`src/rtl/dashboard_sensor_input.sv`:
```
// Door/seat-belt switch conditioner: 2-flop synchronizer, per-bit debounce and a
// lowest-index-first change-event stream with valid/ready handshake.
module dashboard_sensor_input #(
  parameter int N_SENSORS       = 6,
  parameter int DEBOUNCE_CYCLES = 1000000,
  localparam int IDX_W = (N_SENSORS > 1) ? $clog2(N_SENSORS) : 1,
  localparam int CNT_W = $clog2(DEBOUNCE_CYCLES)
) (
  input  logic                 clock,
  input  logic                 reset_n,
  input  logic [N_SENSORS-1:0] raw,
  output logic [N_SENSORS-1:0] state,
  output logic                 event_valid,
  input  logic                 event_ready,
  output logic [IDX_W-1:0]     event_index,
  output logic                 event_level
);

  logic [N_SENSORS-1:0] sync1_reg;
  logic [N_SENSORS-1:0] sync_reg;
  logic [N_SENSORS-1:0] state_vec;
  logic [N_SENSORS-1:0] commit;
  logic [N_SENSORS-1:0] pending_reg;
  logic [N_SENSORS-1:0] pending_next;
  logic [N_SENSORS-1:0] sel_onehot;
  logic [N_SENSORS-1:0] clear_mask;
  logic [IDX_W-1:0]     sel_idx;
  logic                 load;
  logic                 valid_reg;
  logic [IDX_W-1:0]     index_reg;
  logic                 level_reg;

  always_ff @(posedge clock or negedge reset_n) begin
    if (!reset_n) begin
      sync1_reg <= '0;
      sync_reg  <= '0;
    end else begin
      sync1_reg <= raw;
      sync_reg  <= sync1_reg;
    end
  end

  // A counter only runs while the synchronized level disagrees with state,
  // so any glitch back restarts it and the terminal count never wraps.
  for (genvar gi = 0; gi < N_SENSORS; gi++) begin : g_debounce
    logic [CNT_W-1:0] cnt_reg;
    logic             state_bit_reg;

    assign commit[gi] = (sync_reg[gi] != state_bit_reg) &&
                        (cnt_reg == CNT_W'(DEBOUNCE_CYCLES - 1));
    assign state_vec[gi] = state_bit_reg;

    always_ff @(posedge clock or negedge reset_n) begin
      if (!reset_n) begin
        cnt_reg       <= '0;
        state_bit_reg <= 1'b0;
      end else if (sync_reg[gi] == state_bit_reg) begin
        cnt_reg <= '0;
      end else if (commit[gi]) begin
        cnt_reg       <= '0;
        state_bit_reg <= sync_reg[gi];
      end else begin
        cnt_reg <= cnt_reg + 1'b1;
      end
    end
  end

  always_comb begin
    sel_idx    = '0;
    sel_onehot = '0;
    for (int i = N_SENSORS - 1; i >= 0; i--) begin
      if (pending_reg[i]) begin
        sel_idx       = IDX_W'(i);
        sel_onehot    = '0;
        sel_onehot[i] = 1'b1;
      end
    end
  end

  assign load       = (!valid_reg || event_ready) && (pending_reg != '0);
  assign clear_mask = load ? sel_onehot : '0;
  // A commit on the same edge as its clear must survive, so the set is applied last.
  assign pending_next = (pending_reg & ~clear_mask) | commit;

  always_ff @(posedge clock or negedge reset_n) begin
    if (!reset_n) begin
      pending_reg <= '0;
      valid_reg   <= 1'b0;
      index_reg   <= '0;
      level_reg   <= 1'b0;
    end else begin
      pending_reg <= pending_next;
      if (load) begin
        valid_reg <= 1'b1;
        index_reg <= sel_idx;
        level_reg <= |(state_vec & sel_onehot);
      end else if (event_ready) begin
        valid_reg <= 1'b0;
      end
    end
  end

  assign state       = state_vec;
  assign event_valid = valid_reg;
  assign event_index = index_reg;
  assign event_level = level_reg;

endmodule

```
`config.mk`:
```
export PLATFORM = sky130hd
export DESIGN_NAME = dashboard_sensor_input
export DESIGN_NICKNAME = d
export VERILOG_FILES = /design/src/rtl/dashboard_sensor_input.sv
export SDC_FILE = /design/constraint.sdc
export NUM_CORES = 1
export LEC_CHECK = 0
export CORE_MARGIN = 1
export CORE_UTILIZATION = 55
export CTS_CLUSTER_DIAMETER = 200
export DETAILED_ROUTE_END_ITERATION = 10
export GPL_TIMING_DRIVEN = 0
export MAX_ROUTING_LAYER = met4
export PLACE_DENSITY = 0.82
export SYNTH_ARGS = -nofsm -noshare
export SYNTH_HDL_FRONTEND = slang
export SYNTH_SLANG_ARGS = --single-unit
```
`constraint.sdc`:
```
create_clock -name clock -period 4.45 [get_ports clock]
set_clock_uncertainty 0.05 [all_clocks]
set_input_delay 0.445 -clock clock [delete_from_list [all_inputs] [get_ports clock]]
set_output_delay 0.445 -clock clock [all_outputs]
set_load 0.05 [all_outputs]
```
==> impl_metrics.yaml <==
worst_setup_path:
  critical_path.endpoint_type: "output pin"
  critPathMaxFanout: 5
  crit_required_ns: 3.95
  cp.arrival_ns: 1.80
  path_cells: "buf_4 > clkdlybuf4s50_1"
  cpMaxStageDelayCell: "clkdlybuf4s50_1"
  crit_type: "reg2out"
  max_stage_delay_ns: 0.79
  start_kind: "register"
place:
  hpwlAfterDp_um: 10100
  dp_cells: 926
  place.gp.congestion: 0.921
  pre_cts_ws_ns: 2.13
  port_buffers: 19
pwr:
  p_leak_nw: 3.26
  peakVddDrop_v: 0.000275
  power_density_nw_per_um2: 364
routing:
  vias_per_cell: 5.83
  wirelength_um: 14600
  drtPass1Iterations: 5
  route.detailed.drc: 0
  dr_total_vias: 5569
  wl_per_cell_um: 15.2
  first_iter_violations: 421
  ant_nets: 0
cells_and_area:
  n_fill_cell: 1005
  final_util_pct: 64.6
  area.growth.synth_to_final_pct: 13.8
  finalNonFillerCells: 956
  n_antenna_cell: 0
  fin_nets: 788
  largest_reg_flops: 120
  layout-drive-gt1-share_pct: 7.40
sta:
  post-route-min-period_ns: 2.30
  drv_slew: 0
  setup_violations: 0
  fmax_mhz: 436
  fin_ws_ns: 2.15
  hold-worst-slack_ns: 0.0418
  period_share_pct: 51.6
  slew_headroom_pct: 46.5
  hold_viol: 0
  worst_slew_pin_slew_ns: 0.802
  rsz0062_at_grt: "no"
  fin_setup_tns_ns: 0
floorplan:
  die-height_um: 116
  core_area_um2: 12700
  fp-row-count: 41
  start_util_pct: 56.8
  io_pins: 20
  die_area_um2: 13500
  die_x_um: 116
logic_synthesis:
  syn_area_per_cell_um2: 9.80
  yosysWarnings: 0
  async_flop_share_pct: 100
  synth_compound_area_share_pct: 7.83
  synthFlopType: "dfrtp_1"
  synth_cells: 734
  synth.most_common_cell: "dfrtp_1"
  synthMuxAreaShare_pct: 0.939
  synth_top_family_by_area: "simple AND/OR/NAND/NOR gates"
  ys_seq_area_share_pct: 51.8
  synth_area_um2: 7190
  synth_xor_area_share_pct: 9.74
  synthSimpleGateAreaFrac_pct: 25.6
  synth.area.top_cells: "dfrtp_1, xnor2_1, nor2_1, xor2_1, nand3_1"
  synthAdderAreaFrac_pct: 1.04
  synth_edf_count: 0
  ys_types: 48
  synth_seq_cells: 149
  yosys.area.top_type: "dfrtp_1"
  syn-num-nets: 749
  synth_common_cells: "dfrtp_1, nor2_1, nand2_1"
  netlist.area_leader.share_pct: 51.8
clock_tree:
  clk_pin_slew_ns: 0.06
  cts-root-buf: "clkbuf_16"
  post_cts_resized: 0
  cts_tree: "built"
  cts_buffers: 17
  clk_latency_ns: 0.43
  post-cts-setup-buffers: 0
  postCtsHoldBufs: 0
  h-tree-depth: 4
  clock_sinks: 149
  clockBufferDepth: 2
global_routing:
  track_usage_pct: 24.6
  grt_pass1_vias: 5493
  grt_max_degree: 91
  overflow: 0
  antenna_found_initial: 0
  grt_pass1_wl_um: 24800
flow_run:
  timing.max_cap.violations: 0
hold_path:
  min_path_type: "in2async"
status:
  status: "finished clean"
## layout by cell type, fill, tap and decap left out, types with 8 or more instances in the layout
master	instances
o31ai_1	18
or3_1	19
nand2_1	49
inv_1	24
nor2_1	96
nor3_1	17
dfrtp_1	149
clkbuf_1	18
and4_1	8
or4_1	19
nand3_1	47
a21oi_1	36
xor2_1	33
o21ai_0	27
nor4_1	24
xnor2_1	47
clkbuf_16	17
and3_1	12
clkdlybuf4s50_1	18
nand4_1	30
## stage by stage
step | instance area, µm² | total power [W]
after floorplan | 7190 | 0.00157
after global placement | 7600 | 0.00165
after detailed placement | 7630 | 0.00166
after CTS | 8190 | 0.00301
after global routing | 8190 | 0.00311
final | 8190 | 0.00298
## kinds of logic (layout without fill, tap and decap cells)
family	count (synthesis)	count (layout)
adder cells (fa/ha/maj)	6	6
XOR/XNOR	80	80
AND/OR/NAND/NOR	348	348
multiplexers	6	6
AO/OA/AOI/OAI	94	94
flip-flops	149	149
buffers and inverters	51	101
## per-layer routing
metal / share of wire [%] / vias up / wire length [µm] / track usage (%)
met5: 0 / - / 0 / -
met4: 2.2 / 0 / 327 / 12.5
met3: 3.7 / 28 / 533 / 5.45
met2: 50 / 115 / 7260 / 39.4
met1: 44 / 2722 / 6450 / 29.4
li1: - / 2704 / - / -
## worst paths after layout
kind / start / endpoint / slack (ns) / depth (start not counted)
worst max-delay path: g_debounce[2].state_bit_reg$_DFFE_PN0P_ / state[2] / 2.15 / 2
max in group asynchronous: reset_n / g_debounce[0].cnt_reg[14]$_DFF_PN0_ / 3.55 / 2
min in group clock: sync1_reg[0]$_DFF_PN0_ / sync_reg[0]$_DFF_PN0_ / 0.30 / 0
worst min register to register: sync1_reg[0]$_DFF_PN0_ / sync_reg[0]$_DFF_PN0_ / 0.30 / 0
worst max register to register: g_debounce[2].cnt_reg[2]$_DFF_PN0_ / g_debounce[2].cnt_reg[10]$_DFF_PN0_ / 2.15 / 5
worst min-delay path: reset_n / g_debounce[2].cnt_reg[14]$_DFF_PN0_ / 0.04 / 1
## worst max-delay path, delay by kind of cell, from the launching register on
family	cells	cell delay, ns
flops	1	0.43
buf+inv	2	0.94
## layout make-up
| class | instances | area [µm²] | share of cell area [%] |
|---|---|---|---|
| sequential | 149 | 3730 | 45.5 |
| multi-input combinational | 534 | 3250 | 39.6 |
| buffer | 27 | 129 | 1.57 |
| timing repair buffer | 20 | 219 | 2.67 |
| tap | 172 | 215 | 2.63 |
| clock inverter | 8 | 76.3 | 0.932 |
| clock buffer | 22 | 484 | 5.91 |
| inverter | 24 | 90.1 | 1.10 |
## report_power, final
group	total, W	switching [W]	internal, W
logic	0.000216	0.000148	0.0000686
registers	0.00142	0.0000312	0.00139
clock network	0.00135	0.000527	0.000818
(Power assumes the default switching activity.)
